<file path="config.mk">
export PLATFORM = sky130hd
export DESIGN_NAME = sram_port_arbiter
export DESIGN_NICKNAME = d
export VERILOG_FILES = /design/src/rtl/sram_port_arbiter.sv
export SDC_FILE = /design/constraint.sdc
export NUM_CORES = 1
export LEC_CHECK = 0
export ABC_AREA = 1
export ABC_CLOCK_PERIOD_IN_PS = 1700
export CORE_AREA = 2 2 111 113
export CTS_CLUSTER_SIZE = 20
export DETAILED_ROUTE_END_ITERATION = 7
export DIE_AREA = 0 0 113 115
export PLACE_DENSITY = 0.73
export SYNTH_ARGS = -nofsm -noshare
export SYNTH_HDL_FRONTEND = slang
export SYNTH_SLANG_ARGS = --single-unit
</file>
<file path="constraint.sdc">
create_clock -name clk -period 1.7 [get_ports clk]
set_clock_uncertainty 0.2 [all_clocks]
set_input_delay 0.17 -clock clk [delete_from_list [all_inputs] [get_ports clk]]
set_output_delay 0.17 -clock clk [all_outputs]
set_load 0.1 [all_outputs]
</file>
<file path="src/rtl/sram_port_arbiter.sv">
// sram_port_arbiter: two request ports (A, B) sharing one single-port SRAM.
// One access in flight at a time: IDLE (arbitrate) -> ISSUE (drive SRAM) -> RESP (ready pulse).
module sram_port_arbiter #(
    parameter logic [31:0] BASE_ADDR  = 32'h0000_0000,
    parameter int unsigned FIXED_PRIO = 0
) (
    input  logic        clk,
    input  logic        reset,

    input  logic        a_valid,
    input  logic [31:0] a_addr,
    input  logic [31:0] a_wdata,
    input  logic [3:0]  a_wstrb,
    output logic        a_ready,
    output logic [31:0] a_rdata,

    input  logic        b_valid,
    input  logic [31:0] b_addr,
    input  logic [31:0] b_wdata,
    input  logic [3:0]  b_wstrb,
    output logic        b_ready,
    output logic [31:0] b_rdata,

    output logic        sram_csb0,
    output logic        sram_web0,
    output logic [3:0]  sram_wmask0,
    output logic [8:0]  sram_addr0,
    output logic [31:0] sram_din0,
    input  logic [31:0] sram_dout0
);

    typedef enum logic [1:0] {
        IDLE,
        ISSUE,
        RESP
    } state_t;

    state_t      state_q, state_d;
    logic        last_a_q, last_a_d;      // 1 = port A was granted last
    logic        gnt_a_q, gnt_a_d;        // port owning the access in flight
    logic        rd_hit_q, rd_hit_d;      // in-range read: return sram_dout0 in RESP
    logic        a_ready_q, a_ready_d;
    logic        b_ready_q, b_ready_d;
    logic        sram_csb0_q, sram_csb0_d;
    logic        sram_web0_q, sram_web0_d;
    logic [3:0]  sram_wmask0_q, sram_wmask0_d;
    logic [8:0]  sram_addr0_q, sram_addr0_d;
    logic [31:0] sram_din0_q, sram_din0_d;

    logic        sel_a;
    logic [31:0] sel_addr;
    logic [31:0] sel_wdata;
    logic [3:0]  sel_wstrb;
    logic [31:0] offset;
    logic        in_range;

    // Arbitration and address decode for the request being granted in IDLE
    always_comb begin
        if (a_valid && b_valid) begin
            sel_a = (FIXED_PRIO != 0) ? 1'b1 : !last_a_q;
        end else begin
            sel_a = a_valid;
        end
        sel_addr  = sel_a ? a_addr  : b_addr;
        sel_wdata = sel_a ? a_wdata : b_wdata;
        sel_wstrb = sel_a ? a_wstrb : b_wstrb;
        offset    = sel_addr - BASE_ADDR;
        in_range  = (offset < 32'd2048);
    end

    // Next-state logic; the granted request is captured directly into the
    // SRAM drive registers so they present it throughout ISSUE
    always_comb begin
        state_d       = state_q;
        last_a_d      = last_a_q;
        gnt_a_d       = gnt_a_q;
        rd_hit_d      = rd_hit_q;
        a_ready_d     = 1'b0;
        b_ready_d     = 1'b0;
        sram_csb0_d   = 1'b1;
        sram_web0_d   = 1'b1;
        sram_wmask0_d = '0;
        sram_addr0_d  = '0;
        sram_din0_d   = '0;
        case (state_q)
            IDLE: begin
                if (a_valid || b_valid) begin
                    gnt_a_d  = sel_a;
                    rd_hit_d = in_range && (sel_wstrb == 4'h0);
                    if (in_range) begin
                        sram_csb0_d   = 1'b0;
                        sram_web0_d   = (sel_wstrb == 4'h0);
                        sram_wmask0_d = sel_wstrb;
                        sram_addr0_d  = offset[10:2];
                        sram_din0_d   = sel_wdata;
                    end
                    state_d = ISSUE;
                end
            end
            ISSUE: begin
                a_ready_d = gnt_a_q;
                b_ready_d = !gnt_a_q;
                state_d   = RESP;
            end
            RESP: begin
                last_a_d = gnt_a_q;
                state_d  = IDLE;
            end
            default: begin
                state_d = IDLE;
            end
        endcase
    end

    // State registers with synchronous reset; reset aborts any access in flight
    always_ff @(posedge clk) begin
        if (reset) begin
            state_q       <= IDLE;
            last_a_q      <= 1'b0;
            gnt_a_q       <= 1'b0;
            rd_hit_q      <= 1'b0;
            a_ready_q     <= 1'b0;
            b_ready_q     <= 1'b0;
            sram_csb0_q   <= 1'b1;
            sram_web0_q   <= 1'b1;
            sram_wmask0_q <= '0;
            sram_addr0_q  <= '0;
            sram_din0_q   <= '0;
        end else begin
            state_q       <= state_d;
            last_a_q      <= last_a_d;
            gnt_a_q       <= gnt_a_d;
            rd_hit_q      <= rd_hit_d;
            a_ready_q     <= a_ready_d;
            b_ready_q     <= b_ready_d;
            sram_csb0_q   <= sram_csb0_d;
            sram_web0_q   <= sram_web0_d;
            sram_wmask0_q <= sram_wmask0_d;
            sram_addr0_q  <= sram_addr0_d;
            sram_din0_q   <= sram_din0_d;
        end
    end

    // SRAM read data is only valid during RESP, so rdata is steered
    // combinationally from sram_dout0 rather than registered
    always_comb begin
        a_rdata = (a_ready_q && rd_hit_q) ? sram_dout0 : '0;
        b_rdata = (b_ready_q && rd_hit_q) ? sram_dout0 : '0;
    end

    assign a_ready     = a_ready_q;
    assign b_ready     = b_ready_q;
    assign sram_csb0   = sram_csb0_q;
    assign sram_web0   = sram_web0_q;
    assign sram_wmask0 = sram_wmask0_q;
    assign sram_addr0  = sram_addr0_q;
    assign sram_din0   = sram_din0_q;

endmodule
</file>
==> results of run 1 <==
[power breakdown]
group,internal (W),switching [W],leakage (nW)
sequential,0.00127,0.0000111,0.438
combinational,0.000459,0.000359,2.43
clock,0.000787,0.000451,0.0922
[timing repair]
action	CTS	global route
hold buffers	0	0
buffers inserted	0	0
resized for setup	4	4
cloned	0	2
pin swaps	2	0
endpoints found under the setup margin	62	40
[logic make-up after synthesis]
| logic type | synth area share, % |
|---|---|
| simple gates | 31.5 |
| buf+inv | 11.1 |
| flops | 42.6 |
| compound gates | 14.8 |
[final timing paths]
path / endpoint / slack (ns) / cells after the start
worst min register to register: b_ready / 0.20 / 1
worst min-delay path: b_ready / 0.20 / 1
worst max register to register: sram_din0[6] / 0.15 / 9
worst max-delay path: a_rdata[11] / 0.04 / 4
[through the flow]
stage / hold slack (ns) / cells / utilization (%)
after floorplan: 0.0480 / 378 / -
after global placement: 0.188 / 799 / 61.0
after detailed placement: 0.189 / 799 / 61.0
after CTS: 0.202 / 807 / 62.7
after global routing: 0.216 / 809 / 63.0
final: 0.202 / 809 / 63.0
[routing by layer]
metal / track usage, % / wire [um] / vias up
met3: 6.75 / 1450 / 12
met2: 37.2 / 6850 / 180
met1: 15.4 / 3480 / 1546
met4: 4.55 / 177 / 0
met5: 0 / 0 / -
li1: - / - / 1702
[sequential cells by signal, indices dropped and copies added, names as in the netlist]
| name | flops |
|---|---|
| rd_hit_q | 1 |
| a_ready | 1 |
| sram_din0 | 32 |
| state_q | 2 |
| gnt_a_q | 1 |
| sram_addr0 | 9 |
| sram_csb0 | 1 |
| sram_wmask0 | 4 |
| last_a_q | 1 |
| sram_web0 | 1 |
| b_ready | 1 |
[layout make-up]
cell class | count | area (um^2) | area share, %
inverters | 44 | 168 | 2.25
repair buffers | 296 | 4150 | 55.7
multi-input cells | 260 | 1660 | 22.3
clock inverters | 2 | 38.8 | 0.521
flip-flops and latches | 54 | 1090 | 14.7
well taps | 147 | 184 | 2.47
clock buffers | 6 | 150 | 2.02
[worst reg2reg max path, stage by stage, from the launching register on]
cell and delay, ns:
dfxtp_1 0.33, nand2_1 0.09, nand2_4 0.10, inv_4 0.04, nor2_2 0.06, nand3_1 0.08
nand2_1 0.10, nand2_2 0.11, buf_12 0.20, a21oi_1 0.16
[synth_stat cells]
master	n	share of area, %
nand2_1	102	15
nor2_1	98	14
dfxtp_1	54	43
inv_1	43	6.4
a21oi_2	30	10
a21oi_1	14	2.8
clkbuf_1	14	2.1
o21ai_0	6	1.2
buf_6	5	2.2
nand3_1	4	0.79
a311oi_1	1	0.35
buf_2	1	0.20
inv_4	1	0.25
nand2_4	1	0.44
nor2_2	1	0.25
nor3_1	1	0.20
o21ai_1	1	0.20
or2_1	1	0.25
==> impl_metrics.yaml, run 1 <==
run_status:
  status: "finished with violations"
  violations: "design-rule violations"
worst_setup_path:
  required_ns: 1.33
  critical_path_class: "register to output port"
  worstPathArrival_ns: 1.29
  worstPathMaxFanout: 20
  slowest_delay_ns: 0.38
  slowest_stage: "dfxtp_4"
  crit_family: "flip-flops"
  cp-start-kind: "register"
  cp_num_buf_inv: 2
  path_common_cell: "buf_12"
  worstPathCellList: "nand2_4 -> buf_12 -> nor2_4 -> buf_12"
  startpoint: "rd_hit_q"
  cp-end-kind: "output port"
  reg2reg_from: "last_a_q"
final_layout:
  final_cell_area_um2: 7450
  diodes: 0
  syn_to_final_growth_pct: 193
  mostFrequentLayoutCells: "clkdlybuf4s50_1 (167), buf_12 (117), nand2_1 (99), nor2_4 (62), dfxtp_1 (51)"
  layout_commonest_cell: "clkdlybuf4s50_1"
  final_layout_size_suffix_gt1_share_pct: 36.3
  nets: 833
  fill_cells: 945
sta:
  fin_ws_ns: 0.0423
  min_period_ns: 1.66
  slew_violations: 0
  rsz0062_at_grt: "true"
  slew-limit-headroom_pct: 82.4
  finalSetupViolCount: 0
  hold_violations: 0
  final.period_utilization_pct: 97.5
  tightestPinTransition_ns: 0.265
  max_freq_ghz: 0.603
  tns_ns: 0
logic_synthesis:
  seq_area_frac_synth_pct: 42.6
  syn_inst: 378
  syn-num-nets: 550
  synth_area_um2: 2540
  avgSynthCellArea_um2: 6.72
  synth_cell_types: 18
  ys_ff_latch: 54
  synth_warnings: 0
die:
  die_area_um2: 13000
  rows: 40
  start_util_pct: 21.5
  die-height_um: 115
  num_io_pins: 285
  core_area_um2: 11800
  die_w_um: 113
clock_network:
  cts_num_sinks: 54
  clk-insertion-delay-late_ns: 0.28
  cts_tree: "done"
  htree_levels: 2
  clkTransAtPathRegs_ns: 0.07
  cts_max_path_buffers: 2
  cts_buffers: 5
  ctsRootBufferMaster: "clkbuf_16"
routing:
  vias: 3440
  vias_per_cell: 4.25
  dr.first_iter.drc_count: 121
  antenna_left: 0
  post-route-drc-count: 19
  routed_wl_um: 12000
  post_drt_wl_per_cell_um: 14.8
  firstDrtPassIters: 8
global_routing:
  antenna_found_initial: 0
  grt_max_degree: 33
  grt-ovfl-total: 0
  grtUsageTotal_pct: 17.7
  grt_pass1_vias: 3598
  grt_first_pass_wirelength_um: 17900
job:
  max_cap_violations: 0
placement:
  post-place-ws_ns: -0.199
  place_area_um2: 7200
  io_buffers: 280
  place_hpwl_um: 10500
  gp_congestion: 0.847
power:
  ir_drop_mv: 0.442
  p_per_area_nw_per_um2: 449
  power_leakage_nw: 2.96
  p_total_w: 0.00334
worst_hold_path:
  holdCritStartpoint: "gnt_a_q"
  hold_class: "register to register"
No activity file was read; power rests on OpenSTA's default activity.
==> run 2: changes to the inputs <==
--- a/config.mk
+++ b/config.mk
@@ -12,6 +12,7 @@
 export DETAILED_ROUTE_END_ITERATION = 7
 export DIE_AREA = 0 0 113 115
 export PLACE_DENSITY = 0.73
+export SETUP_SLACK_MARGIN = 0.05
 export SYNTH_ARGS = -nofsm -noshare
 export SYNTH_HDL_FRONTEND = slang
 export SYNTH_SLANG_ARGS = --single-unit
==> run 2 against run 1 <==
Design area up 5.5%. Critical path depth unchanged. The flow still finishes with violations (design-rule violations). First-iteration DRC count down 18%. Combinational power up 6.5%. Non-clock buffer count up 14. Sequential share of layout area down 0.75 points. Final cell count up 1.7%. Clock power up 4%. Register-to-register slack worse by 0.04 ns. Largest power group unchanged. Global-route usage down 0.66 points.
==> impl_metrics.yaml, run 2 (synthesis gave the netlist of run 1 again) <==
clock_network:
  clkTransAtPathRegs_ns: 0.06
  cts_buffers: 5
  cts_max_path_buffers: 2
  clk-insertion-delay-late_ns: 0.29
  ctsRootBufferMaster: "clkbuf_16"
  htree_levels: 2
  cts_num_sinks: 54
  cts_tree: "done"
worst_setup_path:
  critical_path_class: "register to output port"
  startpoint: "rd_hit_q"
  required_ns: 1.33
  r2r_setup_slack_ns: 0.11
  cp-end-kind: "output port"
  reg2reg_depth: 10
  cp-start-kind: "register"
  critical_path.endpoint: "b_rdata[11]"
  worstPathMaxFanout: 16
  r2r-end: "sram_din0[18]"
  reg2reg_from: "last_a_q"
  worstPathArrival_ns: 1.29
placement:
  place_hpwl_um: 9820
  gp_congestion: 0.805
  io_buffers: 280
  place_area_um2: 7220
power:
  p_total_w: 0.00344
  ir_drop_mv: 0.438
  power_leakage_nw: 3.14
  p_sw_w: 0.000865
  p_clk_share_pct: 37.3
  p_per_area_nw_per_um2: 438
  p_int_w: 0.00258
  swShare_pct: 25.1
  p_seq_share_pct: 37.4
  combPwrFrac_pct: 25.3
die:
  num_io_pins: 285
  rows: 40
  core_area_um2: 11800
  start_util_pct: 21.5
  die-height_um: 115
  die_area_um2: 13000
  die_w_um: 113
routing:
  vias_per_cell: 4.27
  firstDrtPassIters: 7
  vias: 3514
  routed_wl_um: 12200
  dr.first_iter.drc_count: 99
  post_drt_wl_per_cell_um: 14.8
  post-route-drc-count: 20
  antenna_left: 0
run_status:
  violations: "design-rule violations"
  status: "finished with violations"
sta:
  hold_ws_ns: 0.163
  slew-limit-headroom_pct: 79.5
  hold_violations: 0
  slew_violations: 0
  final.period_utilization_pct: 97.6
  tightestPinTransition_ns: 0.308
  finalSetupViolCount: 0
  max_freq_ghz: 0.603
  rsz0062_at_grt: "true"
  min_period_ns: 1.66
  tns_ns: 0
final_layout:
  final_cell_area_um2: 7860
  fill_cells: 863
  final_util_pct: 66.5
  nets: 847
  largest_reg_flops: 32
  final_layout_size_suffix_gt1_share_pct: 41.0
  layout_commonest_cell: "clkdlybuf4s50_1"
  mostFrequentLayoutCells: "clkdlybuf4s50_1 (162), buf_12 (116), nand2_1 (95), nor2_4 (66), dfxtp_1 (50)"
  syn_to_final_growth_pct: 209
  diodes: 0
global_routing:
  grt_first_pass_wirelength_um: 17500
  grt_max_degree: 43
  antenna_found_initial: 0
  grtUsageTotal_pct: 17.0
  grt-ovfl-total: 0
  grt_pass1_vias: 3617
worst_hold_path:
  hold_class: "primary input to register"
job:
  max_cap_violations: 0
==> run 2: changes by cell type in the layout (fill, tap and decap cells not counted), sizes merged <==
| cell | delta |
|---|---|
| buf | +11 |
| clkdlybuf4s50 | -5 |
| dlymetal6s2s | +5 |
| clkbuf | +4 |
| clkinv | -1 |
==> run 2: worst max-delay path: stages, from the launching register on <==
cell,delay [ns]
dfxtp_4,0.38
nand2_4,0.09
buf_16,0.20
nor2_4,0.14
buf_12,0.18
==> run 2: what timing repair did <==
action	4_1_cts	5_1_grt
hold endpoints to repair	0	0
gates resized for setup	8	56
pin swaps	0	11
setup buffers	0	6
hold buffers	0	0
cloned	1	5
endpoints found under the setup margin	66	100
==> run 2: worst min path at each step <==
stage | start | end | slack (ns) | depth (start not counted)
after CTS | gnt_a_q | b_ready | 0.21 | 1
after floorplan | reset | last_a_q | 0.05 | 1
final | b_valid | state_q[0] | 0.16 | 3
after global placement | gnt_a_q | b_ready | 0.19 | 1
after global routing | b_valid | state_q[0] | 0.20 | 3
after detailed placement | gnt_a_q | b_ready | 0.20 | 1
==> run 2: area by class of cell <==
class                      instances  area [um^2]  area share [%]
clock buffer                       7          164            2.09
clock inverter                     1         30.0           0.382
inverter                          44          168            2.13
multi-input combinational        260         1840            23.5
sequential                        54         1090            13.9
tap                              147          184            2.34
timing repair buffer             310         4370            55.7
==> run 2: layer usage <==
metal / part of all wire (%) / track usage, % / vias up
met2: 54 / 33.9 / 185
met5: 0 / 0 / -
met3: 11 / 6.11 / 23
met4: 2.6 / 5.69 / 0
li1: - / - / 1737
met1: 32 / 16.0 / 1569
==> run 2: through the flow <==
step | instances | setup slack [ns]
floorplan | 378 | -0.330
finish | 823 | 0.0411
global route | 823 | -0.0108
global placement | 803 | -0.186
detailed placement | 803 | -0.273
CTS | 812 | 0.0286
==> run 2: power groups by stage <==
stage	clock, W	combinational (W)	sequential (W)
after floorplan	0	0.000301	0.00133
after global placement	0	0.000791	0.00131
after detailed placement	0	0.000807	0.00132
after CTS	0.00132	0.000817	0.00129
after global routing	0.00137	0.000929	0.00129
final	0.00129	0.000871	0.00129
